**src/rtl/rom_mem_ctrl_pkg.sv**
```systemverilog
`default_nettype none
// ============================================================================
//  Module      : rom_mem_ctrl_pkg
//  Description : Shared types and constants for the ROM0 physical-memory
//                controller (state encoding, default strobe timing, widths).
//  Revision    : 1.0  initial release
// ============================================================================
package rom_mem_ctrl_pkg;

  // Word-address width, matches mem_addr[22:0] from the mapper
  localparam int AW = 23;
  // External memory data width
  localparam int DW = 16;

  // Default strobe timing in clk cycles
  localparam int T_RD_DEF  = 7;
  localparam int T_WR_DEF  = 6;
  localparam int T_REC_DEF = 1;

  typedef enum logic [2:0] {
    IDLE   = 3'd0,
    CPU_RD = 3'd1,
    PI_RD  = 3'd2,
    PI_WR  = 3'd3,
    REC    = 3'd4
  } state_e;

  // The timer is loaded with T-1, so clog2 of the largest T is enough bits
  function automatic int cnt_width(input int a, input int b, input int c);
    int m;
    m = a;
    if (b > m) m = b;
    if (c > m) m = c;
    return (m < 2) ? 1 : $clog2(m);
  endfunction

  localparam int CNT_W = cnt_width(T_RD_DEF, T_WR_DEF, T_REC_DEF);

endpackage
`default_nettype wire

```
**src/rtl/rom_mem_ctrl_if.sv**
```systemverilog
`default_nettype none
// ============================================================================
//  Module      : rom_mem_ctrl_if
//  Description : Bundle of the mapper ROM0 port, the PI loader port and the
//                external asynchronous SRAM/PSRAM pins.
//  Revision    : 1.0  initial release
// ============================================================================
interface rom_mem_ctrl_if;
  import rom_mem_ctrl_pkg::*;

  // Mapper (console) side
  logic [AW-1:0] cpu_addr;
  logic          cpu_oe;
  logic [DW-1:0] cpu_do;
  logic          cpu_rdy;

  // PI / USB loader side
  logic          pi_req;
  logic          pi_we;
  logic [AW-1:0] pi_addr;
  logic [DW-1:0] pi_di;
  logic [DW-1:0] pi_do;
  logic          pi_ack;

  // External memory pins
  logic [AW-1:0] ram_addr;
  logic [DW-1:0] ram_dq_o;
  logic [DW-1:0] ram_dq_i;
  logic          ram_dq_oe;
  logic          ram_ce_n;
  logic          ram_oe_n;
  logic          ram_we_n;

  // Controller view
  modport slave (
    input  cpu_addr, cpu_oe, pi_req, pi_we, pi_addr, pi_di, ram_dq_i,
    output cpu_do, cpu_rdy, pi_do, pi_ack,
           ram_addr, ram_dq_o, ram_dq_oe, ram_ce_n, ram_oe_n, ram_we_n
  );

  // Requester / memory-model view
  modport master (
    output cpu_addr, cpu_oe, pi_req, pi_we, pi_addr, pi_di, ram_dq_i,
    input  cpu_do, cpu_rdy, pi_do, pi_ack,
           ram_addr, ram_dq_o, ram_dq_oe, ram_ce_n, ram_oe_n, ram_we_n
  );

endinterface
`default_nettype wire

```
**src/rtl/rom_acc_timer.sv**
```systemverilog
`default_nettype none
// ============================================================================
//  Module      : rom_acc_timer
//  Description : Loadable down-counter with a terminal flag; times every
//                strobe phase of the memory controller.
//  Revision    : 1.0  initial release
// ============================================================================
module rom_acc_timer #(
  parameter int W = 3
) (
  input  wire logic         clk,
  input  wire logic         rst,
  input  wire logic         load_i,
  input  wire logic [W-1:0] load_val_i,
  output logic              done_o
);

  logic [W-1:0] cnt_q;

  // Load on state entry, otherwise count down and park at zero
  always_ff @(posedge clk) begin
    if (rst) begin
      cnt_q <= '0;
    end else if (load_i) begin
      cnt_q <= load_val_i;
    end else if (cnt_q != '0) begin
      cnt_q <= cnt_q - 1'b1;
    end
  end

  assign done_o = (cnt_q == '0);

endmodule
`default_nettype wire

```
**src/rtl/rom_mem_ctrl.sv**
```systemverilog
`default_nettype none
// ============================================================================
//  Module      : rom_mem_ctrl
//  Description : Single-word cached ROM0 read path plus PI loader arbitration
//                onto one asynchronous 16-bit SRAM/PSRAM with programmable
//                read, write and recovery strobe timing.
//  Revision    : 1.0  initial release
// ============================================================================
module rom_mem_ctrl
  import rom_mem_ctrl_pkg::*;
#(
  parameter int T_RD  = T_RD_DEF,
  parameter int T_WR  = T_WR_DEF,
  parameter int T_REC = T_REC_DEF
) (
  input  wire logic     clk,
  input  wire logic     rst,
  rom_mem_ctrl_if.slave bus
);

  localparam int CW = cnt_width(T_RD, T_WR, T_REC);

  state_e        state_q, state_d;

  logic [AW-1:0] cpu_addr_q;
  logic          cpu_oe_q;
  logic          pi_req_q;

  logic [AW-1:0] tag_q, tag_d;
  logic          valid_q, valid_d;

  logic [AW-1:0] ram_addr_q, ram_addr_d;
  logic [DW-1:0] ram_dq_o_q, ram_dq_o_d;
  logic          ram_dq_oe_q, ram_dq_oe_d;
  logic          ce_n_q, ce_n_d;
  logic          oe_n_q, oe_n_d;
  logic          we_n_q, we_n_d;

  logic [DW-1:0] cpu_do_q, cpu_do_d;
  logic [DW-1:0] pi_do_q, pi_do_d;
  logic          pi_ack_q, pi_ack_d;

  logic          tmr_load;
  logic [CW-1:0] tmr_val;
  logic          tmr_done;
  logic          hit;

  // The single cached word serves the console whenever its tag matches
  assign hit = valid_q && (tag_q == cpu_addr_q);

  rom_acc_timer #(.W(CW)) u_timer (
    .clk        (clk),
    .rst        (rst),
    .load_i     (tmr_load),
    .load_val_i (tmr_val),
    .done_o     (tmr_done)
  );

  // Register the requests once; all arbitration works on these copies so a
  // console read and a PI request raised together are seen together
  always_ff @(posedge clk) begin
    if (rst) begin
      cpu_addr_q <= '0;
      cpu_oe_q   <= 1'b0;
      pi_req_q   <= 1'b0;
    end else begin
      cpu_addr_q <= bus.cpu_addr;
      cpu_oe_q   <= bus.cpu_oe;
      pi_req_q   <= bus.pi_req;
    end
  end

  // Next-state, strobe and result logic; strobes are launched registered
  always_comb begin
    state_d     = state_q;
    tag_d       = tag_q;
    valid_d     = valid_q;
    ram_addr_d  = ram_addr_q;
    ram_dq_o_d  = ram_dq_o_q;
    ram_dq_oe_d = ram_dq_oe_q;
    ce_n_d      = ce_n_q;
    oe_n_d      = oe_n_q;
    we_n_d      = we_n_q;
    cpu_do_d    = cpu_do_q;
    pi_do_d     = pi_do_q;
    pi_ack_d    = 1'b0;
    tmr_load    = 1'b0;
    tmr_val     = '0;

    case (state_q)
      IDLE: begin
        if (cpu_oe_q && !hit) begin
          state_d    = CPU_RD;
          ram_addr_d = cpu_addr_q;
          ce_n_d     = 1'b0;
          oe_n_d     = 1'b0;
          tmr_load   = 1'b1;
          tmr_val    = CW'(T_RD - 1);
        end else if (pi_req_q) begin
          ram_addr_d = bus.pi_addr;
          ce_n_d     = 1'b0;
          tmr_load   = 1'b1;
          if (bus.pi_we) begin
            state_d     = PI_WR;
            ram_dq_o_d  = bus.pi_di;
            ram_dq_oe_d = 1'b1;
            we_n_d      = 1'b0;
            tmr_val     = CW'(T_WR - 1);
            // The cached word becomes stale as soon as its address is written
            if (tag_q == bus.pi_addr) begin
              valid_d = 1'b0;
            end
          end else begin
            state_d = PI_RD;
            oe_n_d  = 1'b0;
            tmr_val = CW'(T_RD - 1);
          end
        end
      end

      CPU_RD: begin
        if (tmr_done) begin
          state_d  = REC;
          cpu_do_d = bus.ram_dq_i;
          tag_d    = ram_addr_q;
          valid_d  = 1'b1;
          ce_n_d   = 1'b1;
          oe_n_d   = 1'b1;
          tmr_load = 1'b1;
          tmr_val  = CW'(T_REC - 1);
        end
      end

      PI_RD: begin
        if (tmr_done) begin
          state_d  = REC;
          pi_do_d  = bus.ram_dq_i;
          pi_ack_d = 1'b1;
          ce_n_d   = 1'b1;
          oe_n_d   = 1'b1;
          tmr_load = 1'b1;
          tmr_val  = CW'(T_REC - 1);
        end
      end

      PI_WR: begin
        if (tmr_done) begin
          state_d     = REC;
          pi_ack_d    = 1'b1;
          ce_n_d      = 1'b1;
          we_n_d      = 1'b1;
          ram_dq_oe_d = 1'b0;
          tmr_load    = 1'b1;
          tmr_val     = CW'(T_REC - 1);
        end
      end

      REC: begin
        // Address and write data simply hold; they only change on a new access
        if (tmr_done) begin
          state_d = IDLE;
        end
      end

      default: begin
        state_d = IDLE;
      end
    endcase
  end

  // State and output registers
  always_ff @(posedge clk) begin
    if (rst) begin
      state_q     <= IDLE;
      tag_q       <= '0;
      valid_q     <= 1'b0;
      ram_addr_q  <= '0;
      ram_dq_o_q  <= '0;
      ram_dq_oe_q <= 1'b0;
      ce_n_q      <= 1'b1;
      oe_n_q      <= 1'b1;
      we_n_q      <= 1'b1;
      cpu_do_q    <= '0;
      pi_do_q     <= '0;
      pi_ack_q    <= 1'b0;
    end else begin
      state_q     <= state_d;
      tag_q       <= tag_d;
      valid_q     <= valid_d;
      ram_addr_q  <= ram_addr_d;
      ram_dq_o_q  <= ram_dq_o_d;
      ram_dq_oe_q <= ram_dq_oe_d;
      ce_n_q      <= ce_n_d;
      oe_n_q      <= oe_n_d;
      we_n_q      <= we_n_d;
      cpu_do_q    <= cpu_do_d;
      pi_do_q     <= pi_do_d;
      pi_ack_q    <= pi_ack_d;
    end
  end

  assign bus.cpu_do    = cpu_do_q;
  assign bus.cpu_rdy   = cpu_oe_q && hit;
  assign bus.pi_do     = pi_do_q;
  assign bus.pi_ack    = pi_ack_q;
  assign bus.ram_addr  = ram_addr_q;
  assign bus.ram_dq_o  = ram_dq_o_q;
  assign bus.ram_dq_oe = ram_dq_oe_q;
  assign bus.ram_ce_n  = ce_n_q;
  assign bus.ram_oe_n  = oe_n_q;
  assign bus.ram_we_n  = we_n_q;

endmodule
`default_nettype wire
```
**src/flat_wrapper.sv**
```systemverilog
// flat-port wrapper written by rule: the top's interface ports become plain ports
module rom_mem_ctrl_flat import rom_mem_ctrl_pkg::*;
#(
  parameter int T_RD  = T_RD_DEF,
  parameter int T_WR  = T_WR_DEF,
  parameter int T_REC = T_REC_DEF
)
  (clk, rst, bus_cpu_addr, bus_cpu_oe, bus_pi_req, bus_pi_we, bus_pi_addr, bus_pi_di, bus_ram_dq_i, bus_cpu_do, bus_cpu_rdy, bus_pi_do, bus_pi_ack, bus_ram_addr, bus_ram_dq_o, bus_ram_dq_oe, bus_ram_ce_n, bus_ram_oe_n, bus_ram_we_n);
  rom_mem_ctrl_if bus_i ();
  input  wire logic clk;
  input  wire logic rst;
  input wire logic [$bits(bus_i.cpu_addr)-1:0] bus_cpu_addr;
  input wire logic [$bits(bus_i.cpu_oe)-1:0] bus_cpu_oe;
  input wire logic [$bits(bus_i.pi_req)-1:0] bus_pi_req;
  input wire logic [$bits(bus_i.pi_we)-1:0] bus_pi_we;
  input wire logic [$bits(bus_i.pi_addr)-1:0] bus_pi_addr;
  input wire logic [$bits(bus_i.pi_di)-1:0] bus_pi_di;
  input wire logic [$bits(bus_i.ram_dq_i)-1:0] bus_ram_dq_i;
  output wire logic [$bits(bus_i.cpu_do)-1:0] bus_cpu_do;
  output wire logic [$bits(bus_i.cpu_rdy)-1:0] bus_cpu_rdy;
  output wire logic [$bits(bus_i.pi_do)-1:0] bus_pi_do;
  output wire logic [$bits(bus_i.pi_ack)-1:0] bus_pi_ack;
  output wire logic [$bits(bus_i.ram_addr)-1:0] bus_ram_addr;
  output wire logic [$bits(bus_i.ram_dq_o)-1:0] bus_ram_dq_o;
  output wire logic [$bits(bus_i.ram_dq_oe)-1:0] bus_ram_dq_oe;
  output wire logic [$bits(bus_i.ram_ce_n)-1:0] bus_ram_ce_n;
  output wire logic [$bits(bus_i.ram_oe_n)-1:0] bus_ram_oe_n;
  output wire logic [$bits(bus_i.ram_we_n)-1:0] bus_ram_we_n;
  assign bus_i.cpu_addr = bus_cpu_addr;
  assign bus_i.cpu_oe = bus_cpu_oe;
  assign bus_i.pi_req = bus_pi_req;
  assign bus_i.pi_we = bus_pi_we;
  assign bus_i.pi_addr = bus_pi_addr;
  assign bus_i.pi_di = bus_pi_di;
  assign bus_i.ram_dq_i = bus_ram_dq_i;
  assign bus_cpu_do = bus_i.cpu_do;
  assign bus_cpu_rdy = bus_i.cpu_rdy;
  assign bus_pi_do = bus_i.pi_do;
  assign bus_pi_ack = bus_i.pi_ack;
  assign bus_ram_addr = bus_i.ram_addr;
  assign bus_ram_dq_o = bus_i.ram_dq_o;
  assign bus_ram_dq_oe = bus_i.ram_dq_oe;
  assign bus_ram_ce_n = bus_i.ram_ce_n;
  assign bus_ram_oe_n = bus_i.ram_oe_n;
  assign bus_ram_we_n = bus_i.ram_we_n;
  rom_mem_ctrl #(.T_RD(T_RD), .T_WR(T_WR), .T_REC(T_REC)) u_core (.clk(clk), .rst(rst), .bus(bus_i));
endmodule
```
**config.mk**
```make
export PLATFORM = sky130hd
export DESIGN_NAME = rom_mem_ctrl_flat
export DESIGN_NICKNAME = d
export VERILOG_FILES = /design/src/rtl/rom_mem_ctrl_pkg.sv /design/src/rtl/rom_mem_ctrl_if.sv /design/src/rtl/rom_acc_timer.sv /design/src/rtl/rom_mem_ctrl.sv /design/src/flat_wrapper.sv
export SDC_FILE = /design/constraint.sdc
export NUM_CORES = 1
export LEC_CHECK = 0
export ABC_AREA = 1
export BUFFER_PORTS_ARGS = -buffer_cell sky130_fd_sc_hd__buf_2
export CORE_UTILIZATION = 48
export DETAILED_ROUTE_END_ITERATION = 10
export GPL_TIMING_DRIVEN = 0
export PLACE_DENSITY = 0.77
export SETUP_SLACK_MARGIN = 0.15
export SLEW_MARGIN = 15
export SYNTH_ARGS = -nofsm -noshare
export SYNTH_HDL_FRONTEND = slang
export SYNTH_HIERARCHICAL = 1
export SYNTH_SLANG_ARGS = --single-unit
```
**constraint.sdc**
```tcl
create_clock -name clk -period 2.72 [get_ports clk]
set_input_delay 0.272 -clock clk [delete_from_list [all_inputs] [get_ports clk]]
set_output_delay 0.272 -clock clk [all_outputs]
set_load 0.01 [all_outputs]
```
# Yosys cells after proc, flatten, opt, wreduce, memory -nomap -nowiden
# Index checks and enable logic that the tools add are counted.
# word_totals
ff_bits,131
in_bits,83
# op_classes
n_addsub,1
n_eq_ne,17
n_mux,40
bitwise_logic,2
reduce_logical,26
# ops
op,n
== test 23 bit,2
2-to-1 mux 23 bit,2
2-to-1 mux 3 bit,9
2-to-1 mux 1 bit,21
"inequality test 2 x 1 -> 1 bit, second input constant",7
one-hot mux 1 bit (2 select lines),6
nonzero test 2 bit,6
one-hot mux 3 bit (3 select lines),1
AND reduction 4 bit,2
"== test 3 x 2 -> 1 bit, second input constant",2
zero test 3 bit,2
AND reduction 2 bit,3
AND reduction 3 bit,2
AND reduction 6 bit,1
OR reduction 2 bit,3
AND reduction 5 bit,1
"inequality test 2 bit, second input constant",2
"== test 3 x 1 -> 1 bit, second input constant",1
"== test 3 bit, second input constant",1
logical AND 1 bit,3
"inequality test 3 x 1 -> 1 bit, second input constant",1
"inequality test 3 x 2 -> 1 bit, second input constant",1
nonzero test 3 bit,1
OR reduction 3 bit,1
other kinds (4),5

# Depth between registers and ports, before layout
# logic_depth
word_depth,7
mapped_depth,17

# Hierarchy
# The synthesis kept the hierarchy.
# by_module_without_submodules
mod,n_inst,cells_each,area_each_um2,seq_area_each_um2
rom_mem_ctrl,1,870,5705.5,2562.5
rom_acc_timer,1,28,198.9,60.1

# Worst setup path before layout
# Ideal clock, no wire load.
# synth_path
path_type,reg-to-reg
from,register u_core.tag_q[21]
to,register u_core.u_timer.cnt_q[1]
setup_ns,0.114
t_arrival_ns,1.709
required_time_ns,2.606
slack_ns,0.897
path_stages_with_launch,17
n_path_buf,1
period_less_slack_ns,1.823
path_cell_list,dfxtp_1 -> inv_2 -> nand2_1 -> nand2_1 -> nor2_1 -> nand2_1 -> nor2_1 -> nand3_2 -> nand2_4 -> nand2_2 -> nand2_4 -> buf_6 -> nand2_1 -> inv_2 -> nand3_2 -> o21bai_1 -> nor2_1
# synth_via
elab_chain_len,7
# synth_rtl
element,line,rtl
start: declaration,rom_mem_ctrl.sv:29,"logic [AW-1:0] tag_q, tag_d;"
start signal: assignment,rom_mem_ctrl.sv:188,tag_q <= tag_d;
== test 23 bit *,rom_mem_ctrl.sv:49,assign hit = valid_q && (tag_q == cpu_addr_q);
logical AND 1 bit *,rom_mem_ctrl.sv:49,
zero test 1 bit *,rom_mem_ctrl.sv:92,if (cpu_oe_q && !hit) begin
logical AND 1 bit *,rom_mem_ctrl.sv:92,
2-to-1 mux 1 bit *,rom_mem_ctrl.sv:92,
one-hot mux 1 bit (2 select lines) *,rom_mem_ctrl.sv:90,case (state_q)
net u_core.tmr_load,rom_mem_ctrl.sv:43,logic tmr_load;
2-to-1 mux 3 bit or nonzero test 2 bit (tied branches),--,
end signal: assignment,rom_acc_timer.sv:25,cnt_q <= load_val_i;
end signal: assignment,rom_acc_timer.sv:27,cnt_q <= cnt_q - 1'b1;
end: declaration,rom_acc_timer.sv:18,logic [W-1:0] cnt_q;
# The timed path passes the listed nets; every way through them passes the cells marked *.
# A chain may end at the register's enable or synchronous reset.

# Worst setup path after layout
# layout_path
from,register u_core.u_timer.cnt_q[0]
to,register u_core.u_timer.cnt_q[1]
# layout_via
elab_chain_len,4
# layout_rtl
element,line,rtl
zero test 3 bit *,rom_acc_timer.sv:31,assign done_o = (cnt_q == '0);
net u_core.tmr_done,rom_mem_ctrl.sv:45,logic tmr_done;
2-to-1 mux 1 bit *,"rom_mem_ctrl.sv:122, rom_mem_ctrl.sv:135, rom_mem_ctrl.sv:147",
one-hot mux 1 bit (2 select lines) *,rom_mem_ctrl.sv:90,
net u_core.tmr_load,rom_mem_ctrl.sv:43,
2-to-1 mux 3 bit or nonzero test 2 bit (tied branches),--,
# The timed path passes the listed nets; every way through them passes the cells marked *. The select of a mux whose other input is x is not followed.

==> flow_summary.toml <==
[yosys]
yosysUniqueCellTypes = 25
synth-edff-count = 0
avgSynthCellArea_um2 = 6.58
ys.flop_type = "dfxtp_1"
yosysWarnings = 6
synth_nets = 983
synth-seq-area-share_pct = 44.4
synthArstFlopShare_pct = 0
ys_ff_latch = 131
syn_inst = 898
syn_area_um2 = 5900

[placement]
dp_hpwl_um = 11000
place_area_um2 = 6880
globalplace.congestion = 0.863
numPortBuffers = 159

[power_and_ir_drop]
p_per_area_nw_per_um2 = 985
p_total_mw = 7.40
power.share.clock_pct = 31.7
p_sw_mw = 2.72
leakagePower_nw = 4.02
swShare_pct = 36.8
seq_power_share_pct = 35.1
p_int_mw = 4.67
ir_worst_vdd_uv = 524
p_comb_share_pct = 33.2

[worst_setup_path]
crit_slowest_cell = "clkbuf_1"
crit_buf_inv = 6
cpLargestDelayFamily = "buffers and inverters"
path_class = "register to register"
end_kind = "register"
cp.depth = 13
start_kind = "register"
rr_worst_depth = 13
cp_data_arrival_time_ns = 2.55
path_cells = "inv_1 > ha_1 > inv_1 > nor2_1 > clkbuf_1 > clkbuf_1 > nand2_1 > nand2_1 > inv_2 > nand3_2 > inv_1 > nor2_1 > nor2_1"
required_ns = 3.03
slowest_delay_ns = 0.42
crit_fanout = 10

[clocking]
clockBufferDepth = 2
cts_tree = "built"
clock-root-buffer = "clkbuf_16"
clock_sinks = 131
cts_made_buffers = 17
postCtsHoldBufs = 0
clkTransAtPathRegs_ns = 0.06
htree_levels = 4
clock_latency_ns = 0.42

[layout]
syn2layout_area_growth_pct = 27.1
fillers = 1146
layout-drive-gt1-share_pct = 20.4
nets = 1161
fin_area_um2 = 7510
antenna_cells = 0
multi_input_area_um2 = 2570
seq_area_um2 = 2620

[timing]
final-hold-violation-count = 0
drv_slew = 0
relSlewSlack_pct = 62.0
rsz0062_at_grt = "no"
fmax_mhz = 447
finalSetupTns_ns = 0
period_share_pct = 82.2
period_minus_slack_ns = 2.23
worst_pin_slew_ns = 0.571
clock_skew_ns = 0.00689
hold_slack_ns = 0.0510
setup_viol_count_final = 0

[floorplanning]
die_width_um = 113
die_y_um = 113
core_area_um2 = 12000
dieArea_um2 = 12700
pin_count = 160
num_rows = 40
initial_utilization_pct = 49.2

[detailed_routing]
drc_errors = 0
vias = 5828
detail-route-antenna-nets = 0
via_per_inst = 4.72
initialDrtViolationCount = 318
first_pass_iters = 5
wl_per_cell_um = 12.4
wl_um = 15300

[run]
cap_violations = 0

[global_routing]
grt_pass1_vias = 5149
track_usage_pct = 24.8
grt_overflow = 0
grt_start_max_net_pins = 17
grt_pass1_wl_um = 24500
grt_antenna_before_repair = 0

[outcome]
status = "finished clean"

[worst_hold_path]
hp-class = "input port to register"
whs_path_depth = 3
[synth_stat cells (3+ instances only)]
cell / number / area, um^2
nand3_1: 29 / 145
nor2_1: 182 / 683
buf_4: 5 / 37.5
buf_6: 5 / 56.3
dfxtp_1: 131 / 2620
inv_2: 11 / 41.3
xnor2_1: 3 / 26.3
buf_1: 7 / 26.3
nand2_1: 240 / 901
inv_1: 124 / 465
clkbuf_1: 20 / 75.1
a21oi_1: 46 / 230
o21ai_0: 64 / 320
xor2_1: 15 / 131
[sequential cells by signal, indices dropped and copies added, names as in the netlist, 3 cells and up]
signal                cells
u_core/bus.ram_addr      23
u_core/cpu_addr_q        23
u_core/tag_q             23
u_core/bus.cpu_do        16
u_core/bus.pi_do         16
u_core/bus.ram_dq_o      16
u_core/state_q            3
u_core/u_timer/cnt_q      3
[layout make-up]
type	instances	share of cell area, %
sequential	131	34.9
multi-input combinational	593	34.3
timing repair buffer	159	10.6
inverter	135	6.75
clock buffer	18	5.85
buffer	39	2.73
tap	147	2.45
clock inverter	14	2.40
[layout by cell type, fill, tap and decap left out, drive strengths merged, types with 3 or more instances in the layout]
cell type / n
nand2: 243
nor2: 182
buf: 178
inv: 137
dfxtp: 131
o21ai: 66
a21oi: 47
clkbuf: 38
nand3: 31
xor2: 15
clkinv: 7
bufinv: 3
xnor2: 3
[metal layers]
layer	wire [um]	global-route usage, %
met5	0	0
met1	7050	31.5
met3	1040	6.21
met2	6980	40.8
met4	259	9.04
[worst min-delay path, stage by stage]
cell and delay, ns:
buf_2 0.07, inv_1 0.03, nor2_1 0.06
[cell families (layout without fill, tap and decap cells)]
logic type | after synthesis | after routing | share of synthesized area, %
AO/OA/AOI/OAI | 115 | 115 | 9.88
XOR/XNOR | 18 | 18 | 2.67
adder cells (fa/ha/maj) | 2 | 2 | 0.424
buffers and inverters | 174 | 365 | 12.1
flip-flops | 131 | 131 | 44.4
AND/OR/NAND/NOR | 458 | 458 | 30.6
[stage by stage]
step | setup slack, ns | std cells | utilization, %
finish | 0.485 | 1236 | 62.5
floorplan | 0.897 | 898 | -
detailed placement | 0.444 | 1204 | 57.3
CTS | 0.434 | 1236 | 62.5
global route | 0.204 | 1236 | 62.5
global placement | 0.445 | 1204 | 57.3
[power by group through the flow]
stage / Clock, mW / Combinational, mW / Sequential, mW
detailed placement: 0 / 2.42 / 2.62
floorplan: 0 / 1.56 / 2.70
CTS: 2.39 / 2.45 / 2.59
global route: 2.49 / 2.77 / 2.64
global placement: 0 / 2.39 / 2.62
finish: 2.34 / 2.46 / 2.60
[worst paths after layout]
kind,startpoint,slack (ns),end
max,u_core/u_timer/cnt_q[0],0.49,u_core/u_timer/cnt_q[1]
min,bus_cpu_addr[7],0.05,u_core/cpu_addr_q[7]
max reg2reg,u_core/u_timer/cnt_q[0],0.49,u_core/u_timer/cnt_q[1]
min reg2reg,u_core/bus.ram_oe_n,0.44,u_core/bus.ram_oe_n
[timing repair]
action / 4_1_cts / 5_1_grt
gates resized for setup: 0 / 1
endpoints found under the setup margin: 0 / 10
setup buffers: 0 / 0
Note: power is estimated with default switching activity, not from simulation.
